File: config.mk
export PLATFORM = sky130hd
export DESIGN_NAME = fetch_prefetch_ctrl
export DESIGN_NICKNAME = d
export VERILOG_FILES = /design/src/rtl/fetch_prefetch_ctrl_pkg.sv /design/src/rtl/fetch_prefetch_ctrl_prefetch_fifo.sv /design/src/rtl/fetch_prefetch_ctrl.sv
export SDC_FILE = /design/constraint.sdc
export NUM_CORES = 1
export LEC_CHECK = 0
export ABC_AREA = 1
export BUFFER_PORTS_ARGS = -buffer_cell sky130_fd_sc_hd__buf_4
export CAP_MARGIN = 20
export CORE_ASPECT_RATIO = 1.5
export CORE_MARGIN = 2
export CORE_UTILIZATION = 40
export DETAILED_ROUTE_END_ITERATION = 16
export SLEW_MARGIN = 40
export SYNTH_ARGS = -nofsm -noshare
export SYNTH_HDL_FRONTEND = slang
export SYNTH_SLANG_ARGS = --single-unit
File: constraint.sdc
create_clock -name clk -period 6.2 [get_ports clk]
set_input_delay 0.31 -clock clk [delete_from_list [all_inputs] [get_ports clk]]
set_output_delay 0.31 -clock clk [all_outputs]
set_load 0.03 [all_outputs]
File: src/rtl/fetch_prefetch_ctrl_pkg.sv
// Shared fetch-path sizing so the IF stage and the hazard unit agree on widths,
// memory span, prefetch depth and the boot address.
package fetch_prefetch_ctrl_pkg;
   localparam int ADDRESS_LEN  = 8;
   localparam int WORD_LEN     = 32;
   localparam int MEMORY_SIZE  = 24;
   localparam int FETCH_QDEPTH = 4;
   localparam int RESET_PC     = 0;

   typedef struct packed {
      logic [WORD_LEN-1:0]    word;
      logic [ADDRESS_LEN-1:0] pc;
   } fetch_entry_t;

   function automatic logic [ADDRESS_LEN-1:0] pc_inc(input logic [ADDRESS_LEN-1:0] pc);
      return (pc == ADDRESS_LEN'(MEMORY_SIZE - 1)) ? '0 : pc + ADDRESS_LEN'(1);
   endfunction
endpackage

File: src/rtl/fetch_prefetch_ctrl_prefetch_fifo.sv
// Synchronous prefetch queue: head visible combinationally, zero-latency read;
// push while full is only legal together with a pop, flush empties in one edge.
module prefetch_fifo #(
   parameter int DEPTH = 4,
   parameter int W     = 40
) (
   input  logic         clk,
   input  logic         rst,
   input  logic         push,
   input  logic         pop,
   input  logic         flush,
   input  logic [W-1:0] wdata,
   output logic         full,
   output logic         empty,
   output logic [W-1:0] rdata
);
   localparam int PW = $clog2(DEPTH);

   logic [W-1:0]  mem [DEPTH];
   logic [PW-1:0] rd_ptr, wr_ptr;
   logic [PW:0]   count;

   always_ff @(posedge clk) begin
      if (rst) begin
         for (int i = 0; i < DEPTH; i++) mem[i] <= '0;
         rd_ptr <= '0;
         wr_ptr <= '0;
         count  <= '0;
      end else if (flush) begin
         rd_ptr <= '0;
         wr_ptr <= '0;
         count  <= '0;
      end else begin
         if (push) begin
            mem[wr_ptr] <= wdata;
            wr_ptr      <= wr_ptr + PW'(1);
         end
         if (pop) rd_ptr <= rd_ptr + PW'(1);
         // Simultaneous push and pop leaves occupancy unchanged.
         case ({push, pop})
            2'b10:   count <= count + (PW+1)'(1);
            2'b01:   count <= count - (PW+1)'(1);
            default: count <= count;
         endcase
      end
   end

   assign full  = (count == (PW+1)'(DEPTH));
   assign empty = (count == '0);
   assign rdata = mem[rd_ptr];
endmodule

File: src/rtl/fetch_prefetch_ctrl.sv
// IF-stage sequencer: one word fetched per cycle into the prefetch queue, head seen one edge later;
// decode stalls via inst_ready, a full queue freezes fetch_pc, redirect flushes with a one-cycle bubble.
module fetch_prefetch_ctrl
   import fetch_prefetch_ctrl_pkg::*;
#(
   parameter int DEPTH    = FETCH_QDEPTH,
   parameter int RESET_PC = fetch_prefetch_ctrl_pkg::RESET_PC
) (
   input  logic                   clk,
   input  logic                   rst,
   output logic [ADDRESS_LEN-1:0] imem_adr,
   input  logic [WORD_LEN-1:0]    imem_inst,
   input  logic                   redirect_valid,
   input  logic [ADDRESS_LEN-1:0] redirect_pc,
   output logic                   inst_valid,
   output logic [WORD_LEN-1:0]    inst,
   output logic [ADDRESS_LEN-1:0] inst_pc,
   input  logic                   inst_ready
);
   logic [ADDRESS_LEN-1:0] fetch_pc;
   logic                   push, pop, full, empty;
   fetch_entry_t           wr_entry, head;

   assign pop      = !empty && inst_ready;
   assign push     = !redirect_valid && (!full || pop);
   assign wr_entry = '{word: imem_inst, pc: fetch_pc};

   prefetch_fifo #(
      .DEPTH (DEPTH),
      .W     ($bits(fetch_entry_t))
   ) u_fifo (
      .clk   (clk),
      .rst   (rst),
      .push  (push),
      .pop   (pop),
      .flush (redirect_valid),
      .wdata (wr_entry),
      .full  (full),
      .empty (empty),
      .rdata (head)
   );

   always_ff @(posedge clk) begin
      if (rst)
         fetch_pc <= ADDRESS_LEN'(RESET_PC);
      else if (redirect_valid)
         fetch_pc <= ADDRESS_LEN'(redirect_pc % MEMORY_SIZE);
      else if (push)
         fetch_pc <= pc_inc(fetch_pc);
   end

   assign imem_adr   = fetch_pc;
   assign inst_valid = !empty;
   assign inst       = empty ? '0 : head.word;
   assign inst_pc    = empty ? '0 : head.pc;
endmodule

---- Word-level counts from Yosys, hierarchy flattened ----
Memories as Yosys holds them, arrays and structs flattened. A register that Yosys moved wholly into a read port is not among the register bits.
Index checks and enable logic that the tools add are counted.
operators by class
  add/subtract/negate cells ............... 5
  div/mod/pow operators ................... 1
  eq/ne operators ......................... 4
  mux-type cells .......................... 17
  reductions and logical operators ........ 11
operators with widths
  operator                                          count
  two-way mux 40 bit                                1
  OR reduction 40 bit                               1
  modulo 8 x 5 -> 32 bit, second input constant     1
  two-way mux 32 bit                                1
  two-way mux 8 bit                                 4
  adder 8 x 1 -> 8 bit, second input constant       1
  == test 8 x 5 -> 1 bit, second input constant     1
  two-way mux 1 bit                                 7
  two-way mux 2 bit                                 3
  one-hot mux 3 bit (2 select lines)                1
  adder 2 x 1 -> 2 bit, second input constant       2
  nonzero test 2 bit                                2
  adder 3 x 1 -> 3 bit, second input constant       1
  == test 3 bit, second input constant              1
  zero test 1 bit                                   3
  zero test 3 bit                                   1
  subtractor 3 x 1 -> 3 bit, second input constant  1
  == test 2 x 1 -> 1 bit, second input constant     1
  == test 2 bit, second input constant              1
  logical AND 1 bit                                 2
  OR reduction 2 bit                                1
  logical OR 1 bit                                  1
storage, ports and cells
  bits in registers ....................... 15
  memory bits (writable) .................. 160
  input port bits ......................... 44
  output and inout port bits .............. 49
  logic and storage cells ................. 43
  memories ................................ 1
memories
  name        words  bits a word  read ports  clocked after Yosys merged registers in  write ports  line                                     source
  u_fifo.mem  4      40           1           1                                        4            fetch_prefetch_ctrl_prefetch_fifo.sv:19  logic [W-1:0] mem [DEPTH];

---- Depth between registers and ports, before layout ----
  word-level depth ........................ 11
  mapped depth ............................ 17
  mapped depth without buffers ............ 16

---- Hierarchy ----
A second synthesis with hierarchy kept.
unflattened totals
  cell total of the unflattened synthesis .. 882
  area total of the unflattened synthesis .. 8,428.1 µm²
modules (own cells, without submodules)
  module               instances  cells an instance  area an instance (µm²)  sequential area each (µm²)
  prefetch_fifo        1          666                7,319.5                 4,984.8
  fetch_prefetch_ctrl  1          216                1,108.6                 160.2

---- Least setup slack after synthesis ----
Ideal clock, no wire load.
  path kind ............................... register to register
  start point ............................. reg u_fifo.count[0]
  end point ............................... mem u_fifo.mem[3][0] (enable)
  setup time .............................. 0.493 ns
  arrival time ............................ 4.072 ns
  data required time ...................... 5.707 ns
  slack ................................... 1.635 ns
  stages on the path, launching flop included .. 9
  cell sequence ........................... dfxtp_1 > nor2_1 > nand2_1 > nand2_1 > nand3_1 > nand2_1 > nor2_1 > inv_1 > o21ai_0
RTL lines
  what                    line                                     source
  from (decl)             fetch_prefetch_ctrl_prefetch_fifo.sv:21  logic [PW:0] count;
  from (signal assigned)  fetch_prefetch_ctrl_prefetch_fifo.sv:41  2'b10: count <= count + (PW+1)'(1);
  from (signal assigned)  fetch_prefetch_ctrl_prefetch_fifo.sv:42  2'b01: count <= count - (PW+1)'(1);
  from (signal assigned)  fetch_prefetch_ctrl_prefetch_fifo.sv:43  default: count <= count;
  to (decl)               fetch_prefetch_ctrl_prefetch_fifo.sv:19

==> flow_summary.toml <==
[outcome]
status = "completed"

[finish]
final_cell_mix = "nor2_1 (309), edfxtp_1 (160), buf_4 (100)"
num_antenna_cells = 0
drive_gt1_frac = 0.1696
final_nets = 1002
synthToLayoutAreaGrowth_pct = 19.60
layout_commonest_cell = "nor2_1"
final_area_um2 = 9756

[clock_tree]
cts_buffer_depth = 2
cts_setup_buffers = 0
h-tree-depth = 4
cts_buffers = 17
post_cts_resized = 0
cts_tree = "built"
insertion_delay_ns = 0.42
cts.sinks = 177
clk_pin_slew_ns = 0.07
cts_hold_buffers = 0
root_buffer = "clkbuf_16"

[sta]
finalHoldViolCount = 0
fin_crit_sh = 0.4916
relSlewSlack = 0.5577
fin_worst_hold_slack_ns = 0.08792
min_period_ns = 3.048
rsz0062_at_grt = "false"
clock.fmax_ghz = 0.3281
finalMaxSlewViolations = 0
worst_slew_pin_slew_ns = 0.6635
clock-skew-final_ns = 0.01013
setup_violations = 0
fin_setup_tns_ns = 0

[die]
rows = 64
io_pins = 93
chipHeight_um = 178.9
dieArea_um2 = 21570
die_w_um = 120.6
core_area_um2 = 20180
start_util = 0.4042

[global_routing]
grt_use_met3 = 0.02735
antenna_found_initial = 0
grt_first_pass_wirelength_um = 30170
grt_pass1_vias = 6044
met1_usage = 0.2172
top_usage_layer = "met2"
overflow = 0
grtUsageTotal = 0.1806
use_met2 = 0.3258
grt_max_degree = 82

[drt]
drtIter0Drc = 458
routed_wl_um = 18950
wl_per_cell_um = 15.39
dr.pass1.iters = 4
drc = 0
viasPerCell = 4.933
vias = 6072
postRouteAntennaNets = 0

[power_and_ir_drop]
power.static_leakage_nw = 4.009
p_total_mw = 2.825
peakVddDrop_mv = 0.1451
pwr_density_cell_nw_per_um2 = 289.6

[synth]
synth_area_um2 = 8157
yosysTopAreaCellShare = 0.5890
synth_nets = 928
synthFlopType = "edfxtp_1"
synth-edff-count = 160
yosysWarnings = 0
async_reset_ff_frac = 0
syn_area_per_cell_um2 = 9.258
postSynthCellCount = 881
ys_seq_area_frac = 0.6308
synth_top_cell_by_area = "edfxtp_1"
yosysUniqueCellTypes = 32
yosys-top-cells-area = "edfxtp_1 (59%), nor2_1 (14%), o21ai_0 (5.4%)"
ys_ff_latch = 177

[setup_path]
path_max_fanout = 81
worstPathRequired_ns = 5.89
worstPathArrival_ns = 2.74
crit_type = "reg2out"
critical_path.endpoint_type = "output port"
start_kind = "flop"

[placement]
port_buffers = 92
placed_cell_area_um2 = 9135
place_congestion = 0.7605
dp_hpwl_um = 11180

[job]
drv_cap = 0

[min_path]
hp-class = "in2reg"
[Yosys cell counts, types with 4 or more instances]
cell,count
inv_1,75
nand3_2,5
a21oi_1,48
dfxtp_1,17
buf_2,4
o21ai_1,10
nor2_1,309
nand4_1,7
o21ai_0,88
nand2_1,71
edfxtp_1,160
inv_2,9
nand3_1,10
clkbuf_1,41
[final timing paths]
check	from	end	slack [ns]	depth (start not counted)
hold reg to reg	u_fifo.count[2]	u_fifo.count[2]	0.47	1
setup / recovery	flop	inst[9]	3.15	6
hold / removal	rst	imem_adr[5]	0.09	2
setup reg to reg	u_fifo.count[0]	u_fifo.mem[2][19]	3.80	9
[state kept, by name, indices dropped and copies added (netlist names), named ones only]
register,flops
u_fifo.mem,160
imem_adr,8
u_fifo.count,3
u_fifo.rd_ptr,2
u_fifo.wr_ptr,2
[power by group]
group          internal [mW]  total (mW)  leakage (nW)  switching [mW]
clock network          0.647        1.12         0.294           0.476
logic                 0.0963       0.311          1.90           0.215
registers               1.37        1.39          1.81          0.0203
total                   2.11        2.83          4.01           0.712
[critical path: stages (launching register included)]
cell and delay [ns]:
dfxtp_2 0.32, buf_6 0.51, inv_2 0.35, buf_4 0.42, o21ai_0 0.34, a21oi_1 0.13
buf_4 0.20
[cell type report]
type                    count  area, um2
inverters                  84      315.3
clock inverters            14      195.2
clock buffers              17      425.4
multi-input cells         572       2547
flip-flops and latches    177       5150
fillers                  1912      10420
repair buffers            103      792.0
well taps                 264      330.3
[metrics by stage]
| stage | util | setup slack [ns] | std cells |
|---|---|---|---|
| 2_1_floorplan | - | 1.635 | 881 |
| 3_3_place_gp | 0.4504 | 2.954 | 1198 |
| 3_5_place_dp | 0.4527 | 3.562 | 1200 |
| 5_1_grt | 0.4834 | 2.940 | 1231 |
| 6_report | 0.4834 | 3.152 | 1231 |
| 4_1_cts | 0.4834 | 3.109 | 1231 |
[kinds of logic after synthesis]
kind of cell | count (synthesis) | synth area share
adder cells (fa/ha/maj) | 3 | 0.005522
buffers and inverters | 132 | 0.06289
XOR/XNOR | 2 | 0.002148
flip-flops | 177 | 0.6308
AO/OA/AOI/OAI | 156 | 0.09894
AND/OR/NAND/NOR | 411 | 0.1997
[layer usage]
metal  part of all wire  wire length, um
met5                  0                0
met4              0.018              346
met3              0.037              704
met2               0.53            10130
met1               0.41             7768
No activity file was read; power rests on OpenSTA's default activity.
